==> config.mk <==
export PLATFORM = sky130hd
export DESIGN_NAME = activation_pipe
export DESIGN_NICKNAME = d
export VERILOG_FILES = /design/src/rtl/activation_pipe.sv
export SDC_FILE = /design/constraint.sdc
export NUM_CORES = 1
export LEC_CHECK = 0
export ABC_AREA = 0
export BUFFER_PORTS_ARGS = -buffer_cell sky130_fd_sc_hd__buf_2
export CORE_MARGIN = 5
export CORE_UTILIZATION = 48
export CTS_CLUSTER_SIZE = 8
export DETAILED_ROUTE_END_ITERATION = 8
export REMOVE_ABC_BUFFERS = 1
export SETUP_SLACK_MARGIN = 0.4
export SYNTH_ARGS = -nofsm -noshare
export SYNTH_HDL_FRONTEND = slang
export SYNTH_SLANG_ARGS = --single-unit
==> constraint.sdc <==
create_clock -name clk -period 15.45 [get_ports clk]
set_input_delay 0.7725 -clock clk [delete_from_list [all_inputs] [get_ports clk]]
set_output_delay 0.7725 -clock clk [all_outputs]
set_load 0.01 [all_outputs]
==> src/rtl/activation_pipe.sv <==
// Three-stage streaming activation unit (ReLU, ReLU6, hard-sigmoid, hard-swish)
// on signed Q-format samples with a valid/ready handshake and a channel tag.
module activation_pipe #(
  parameter int unsigned N        = 16,
  parameter int unsigned Q        = 8,
  parameter int unsigned CHANNELS = 16,
  localparam int unsigned CW      = (CHANNELS > 1) ? $clog2(CHANNELS) : 1
) (
  input  logic          clk,
  input  logic          rst,
  input  logic [N-1:0]  in_data,
  input  logic [CW-1:0] in_channel,
  input  logic [1:0]    in_mode,
  input  logic          in_valid,
  output logic          in_ready,
  output logic [N-1:0]  out_data,
  output logic [CW-1:0] out_channel,
  output logic          out_valid,
  input  logic          out_ready
);

  localparam int unsigned WW = 2 * N + 1;
  localparam int unsigned PW = N + 15;

  localparam logic [1:0] MODE_RELU   = 2'd0;
  localparam logic [1:0] MODE_RELU6  = 2'd1;
  localparam logic [1:0] MODE_HSIG   = 2'd2;
  localparam logic [1:0] MODE_HSWISH = 2'd3;

  localparam logic signed [N:0]    SIX   = (N + 1)'(6 << Q);
  localparam logic signed [N:0]    THREE = (N + 1)'(3 << Q);
  localparam logic signed [WW-1:0] MAX_W = {{(N + 2){1'b0}}, {(N - 1){1'b1}}};
  localparam logic signed [WW-1:0] MIN_W = {{(N + 2){1'b1}}, {(N - 1){1'b0}}};
  localparam logic signed [N-1:0]  MAX_N = {1'b0, {(N - 1){1'b1}}};
  localparam logic signed [N-1:0]  MIN_N = {1'b1, {(N - 1){1'b0}}};

  function automatic logic signed [N-1:0] sat(input logic signed [WW-1:0] v);
    if (v > MAX_W)      sat = MAX_N;
    else if (v < MIN_W) sat = MIN_N;
    else                sat = v[N-1:0];
  endfunction

  // Whole pipe moves in lockstep: either every stage advances or all hold.
  logic adv;
  assign adv      = !out_valid || out_ready;
  assign in_ready = adv;

  // S1: input register
  logic                 s1_valid;
  logic signed [N-1:0]  s1_data;
  logic [CW-1:0]        s1_ch;
  logic [1:0]           s1_mode;

  always_ff @(posedge clk) begin
    if (rst) begin
      s1_valid <= 1'b0;
      s1_data  <= '0;
      s1_ch    <= '0;
      s1_mode  <= MODE_RELU;
    end else if (adv) begin
      s1_valid <= in_valid;
      s1_data  <= in_data;
      s1_ch    <= in_channel;
      s1_mode  <= in_mode;
    end
  end

  // S2: clamp for ReLU/ReLU6 and offset+clamp for the hard-sigmoid term
  logic signed [N:0]   x_ext;
  logic signed [N:0]   h_sum;
  logic signed [N:0]   h_clamp;
  logic signed [N-1:0] r_clamp;

  always_comb begin
    x_ext   = (N + 1)'(s1_data);
    h_sum   = x_ext + THREE;
    h_clamp = h_sum;
    if (h_sum < 0)        h_clamp = '0;
    else if (h_sum > SIX) h_clamp = SIX;
    r_clamp = s1_data;
    if (s1_data < 0)                                r_clamp = '0;
    else if (s1_mode == MODE_RELU6 && x_ext > SIX)  r_clamp = N'(SIX);
  end

  logic                 s2_valid;
  logic signed [N-1:0]  s2_x;
  logic signed [N-1:0]  s2_c;
  logic [N:0]           s2_h;
  logic [CW-1:0]        s2_ch;
  logic [1:0]           s2_mode;

  always_ff @(posedge clk) begin
    if (rst) begin
      s2_valid <= 1'b0;
      s2_x     <= '0;
      s2_c     <= '0;
      s2_h     <= '0;
      s2_ch    <= '0;
      s2_mode  <= MODE_RELU;
    end else if (adv) begin
      s2_valid <= s1_valid;
      s2_x     <= s1_data;
      s2_c     <= r_clamp;
      s2_h     <= h_clamp;
      s2_ch    <= s1_ch;
      s2_mode  <= s1_mode;
    end
  end

  // S3: h/6 via *10923>>16, optional x*s product, saturation
  logic [N-1:0]        sig_val;
  logic signed [N-1:0] act;

  always_comb begin
    sig_val = N'((PW'(s2_h) * PW'(10923)) >> 16);
    act     = s2_c;
    case (s2_mode)
      MODE_HSIG:   act = sat(WW'(sig_val));
      MODE_HSWISH: act = sat((WW'(s2_x) * $signed(WW'(sig_val))) >>> Q);
      default:     act = s2_c;
    endcase
  end

  always_ff @(posedge clk) begin
    if (rst) begin
      out_valid   <= 1'b0;
      out_data    <= '0;
      out_channel <= '0;
    end else if (adv) begin
      out_valid   <= s2_valid;
      out_data    <= s2_valid ? act : '0;
      out_channel <= s2_valid ? s2_ch : '0;
    end
  end

endmodule

==> metrics.md <==
| Metric | Value |
|---|---|
| Status | `complete, no violations` |
| Max IR drop VDD | `between 0.00006 and 0.00007 V` |
| Most used DFF post-synth | `dfxtp_1` |
| Most frequent CP cell | `fa_1` |
| Maximum fanout along the worst path | `15` |
| FF-to-FF End | `out_data[9]$_SDFFE_PP0P_` |
| Final setup fails | `0` |
| Antenna violations before repair | `3` |
| MaxCap Viol Count | `0` |
| Crit-path max cell delay | `between 0.9 and 1 ns` |
| DR pass1 iterations | `5` |
| Arr. time, crit path | `approximately 14 ns` |
| Post-synthesis mux area share | `0.0649%` |
| Layout fillers | `around 3,500` |
| Cell Area, Placed | `0.0181 mm^2` |
| Post-synth EDFFs | `0` |
| Unrepaired setup endpoints after global routing | `false` |
| Max Root-Sink Buffers | `2` |
| RePlAce Congestion | `about 0.93` |
| Clk_lat worst skew | `around 0.35 ns` |
| Simple-Gate Fraction of Synth Area | `about 15%` |
| Area grow syn2layout | `5.94%` |
| Compound-cell area share of the yosys netlist | `between 10% and 20%` |
| Die area | `0.0400 mm^2` |
| FF-to-FF Start | `s2_h[4]$_SDFFE_PP0P_` |
| Vias | `13,100` |
| GRT overflow | `0` |
| Vias per inst | `about 5.3` |
| Hold_buf cts | `0` |
| Final Max Tran Viols | `0` |
| Synth area leader | `fa_1` |
| Final Cycle Share | `just under 90%` |
| Avg WL per Cell | `approximately 18 um` |
| Initial core utilization | `between 40% and 50%` |
| Area of the multi-input gates | `between 0.01 and 0.015 mm^2` |
| R2R setup slack | `roughly 1.8 ns` |
| Synth Area in Adders | `49.6%` |
| CTS Buf Count | `9` |
| Pin count of the biggest net entering global routing | `75` |
| Initial drt markers | `around 790` |
| Seq/Total Area, Yosys | `between 10% and 20%` |
| Clock skew | `0.0235 ns` |
| Final hold vios | `0` |
| Overall Power | `roughly 0.95 mW` |
| Die X-Extent | `approximately 200 um` |
| Final nets | `approximately 2,500` |
| Hold Slack | `0.450 ns` |
| Final instance area | `between 0.015 and 0.02 mm^2` |
| Syn. warnings | `0` |
| Ys async rst share | `0%` |
| CP Launch Type | `flop` |
| Hold WC Path Type | `flop to flop` |
| FF/Latch Area | `about 0.002 mm^2` |
| Post-CTS Setup Bufs | `0` |
| Worst hold endpoint | `out_channel[1]$_SDFFE_PP0P_` |
| Final wirelength | `45,600 um` |
| First-pass GRT wire length | `between 70,000 and 80,000 um` |
| Worst path required time | `about 16 ns` |
| P_leak | `around 9.5 nW` |
| Core area | `around 0.036 mm^2` |
| Ant. Diodes | `0` |
| Largest family of logic cells by synthesized area | `adder cells` |
| Post-CTS Resized | `0` |
| Post-Synth XOR/XNOR Area | `2.22%` |
| Period minus WS final | `13.61 ns` |
| Die Y | `approximately 200 um` |
| Share of cells above drive strength 1 | `about 5.4%` |
| Io pins | `48` |
| FP Rows | `roughly 70` |
| Port Buf Inserts | `47` |
| Yosys top cell area share | `roughly 36%` |
| CTS Root Cell | `clkbuf_16` |
| Synth Instances | `around 2,000` |
| Synth unique cells | `around 70` |
| Pwr dens | `51.5 mW/mm^2` |
| Beginning of the worst hold path | `out_channel[1]$_SDFFE_PP0P_` |
| Mean Syn Cell Area | `8.72 um^2` |
| Critical path class | `flop to flop` |
| Worst-path clk slew | `~0.080 ns` |
| Setup TNS | `0 ns` |
| CP max stage cell | `fa_1` |
| Final core occ | `51.6%` |
| Synth area leaders | `fa_1 36%, ha_1 14%, dfxtp_1 11%, inv_1 10%, nand2_1 5.2%` |
| Post-DRT Antenna Nets | `0` |
| H-tree depth | `3` |
| Hpwl dp | `approximately 37,000 um` |
| Fmax | `roughly 73 MHz` |
| Vias in the first global route | `approximately 14,000` |
| Seq cells post-synth | `between 90 and 100` |
| Slew @ Worst Pin | `about 1.1 ns` |
| Clock Sinks | `approximately 100` |
| Total GRT Usage | `between 20% and 30%` |
| Mapped Area | `approximately 0.017 mm^2` |
| Worst Hold Path Cells | `2` |
| Worst r2r path cells | `between 40 and 50` |
| Crit end category | `flop` |
| Slew headroom | `around 29%` |
| # DRC | `0` |
| CTS tree | `done` |
report_power, final:
part / internal (mW) / leakage (nW) / switching [mW]
Combinational: 0.160 / 8.51 / 0.281
Clock: 0.114 / 0.146 / 0.110
Sequential: 0.262 / 0.802 / 0.0195
metrics by stage:
stage,instances,worst slack (ns)
2_1_floorplan,1913,3.13
5_1_grt,2464,0.940
3_3_place_gp,2448,1.91
3_5_place_dp,2448,1.63
4_1_cts,2464,1.51
6_report,2464,1.84
cell families after synthesis:
family,count (synthesis)
DFF,98
buffers and inverters,542
AOI/OAI and AO/OA,266
xor gates and xnor gates,44
and+or+nand+nor,538
muxes,1
adders and majority gates,500
cell usage in the layout (no fill, tap or decap), types with 10 or more instances in the layout:
cell type / instances
dfxtp_1: 98
nand3_1: 20
a22oi_1: 34
fa_1: 312
inv_1: 463
ha_1: 188
and2_1: 104
buf_2: 46
nor3_1: 14
nor2_1: 80
a211o_1: 13
nor2b_1: 35
nand4_1: 10
buf_4: 28
a21oi_1: 110
o21ai_0: 25
nand2_1: 242
xnor2_1: 35
registers in the layout (all words and copies together), names as in the netlist:
name,cells
s2_valid,1
s1_ch,4
s2_x,16
s1_mode,2
s2_h,16
s1_valid,1
s2_ch,4
out_channel,4
out_valid,1
s1_data,16
s2_c,15
out_data,16
s2_mode,2
per-layer routing:
layer | up-vias | routed length, um | track usage [%]
met5 | - | 13 | 0
met4 | 2 | 911 | 4.62
met3 | 48 | 2500 | 3.93
met2 | 288 | 21100 | 37.2
met1 | 6569 | 21100 | 33.3
li1 | 6145 | - | -
cells in the mapped netlist, drive strengths merged, types with 2 or more instances:
cell type,count
o21bai,8
xnor2,35
a21o,9
a222oi,3
or3,3
nor4,4
a21oi,110
xor2,9
nor2b,36
nand2b,6
and2,104
buf,11
a211o,13
o2111ai,2
nor3,14
or2,3
a2111o,2
o211ai,6
inv,466
fa,312
a41oi,2
a22o,5
or4,4
nand3,21
clkbuf,65
a21boi,2
a211oi,7
ha,188
nand4,10
o31a,4
nand2,242
a31oi,2
nor3b,3
o311a,2
and3,4
o41ai,3
a221oi,2
o31ai,6
dfxtp,98
a22oi,34
nor2,80
o21a,7
o21ai,30
how the worst max path moves through the flow:
stage	startpoint	end	slack (ns)
5_1_grt	s2_h[4]$_SDFFE_PP0P_	out_data[14]$_SDFFE_PP0P_	0.94
2_1_floorplan	s2_h[4]$_SDFFE_PP0P_	out_data[0]$_SDFFE_PP0P_	3.13
6_report	s2_h[4]$_SDFFE_PP0P_	out_data[9]$_SDFFE_PP0P_	1.84
4_1_cts	s2_h[4]$_SDFFE_PP0P_	out_data[9]$_SDFFE_PP0P_	1.51
3_5_place_dp	s2_h[1]$_SDFFE_PP0P_	out_data[9]$_SDFFE_PP0P_	1.63
3_3_place_gp	s2_h[4]$_SDFFE_PP0P_	out_data[3]$_SDFFE_PP0P_	1.91
worst max-delay path: cells and delay by family, from the launching register on:
| kind | cells | cell delay, ns |
|---|---|---|
| simple gates | 11 | 2.19 |
| buf+inv | 9 | 0.63 |
| flops | 1 | 0.46 |
| xor+xnor | 1 | 0.62 |
| compound gates | 7 | 2.67 |
| fa+ha+maj | 15 | 6.93 |
cell type report:
type                       count  share of cell area [%]
multi-input combinational   1349                    72.7
sequential                    98                    10.7
inverter                     466                    9.52
tap                          461                    3.14
timing repair buffer          74                    2.40
clock buffer                   9                    1.23
clock inverter                 7                   0.395
No activity file was read; power rests on OpenSTA's default activity.
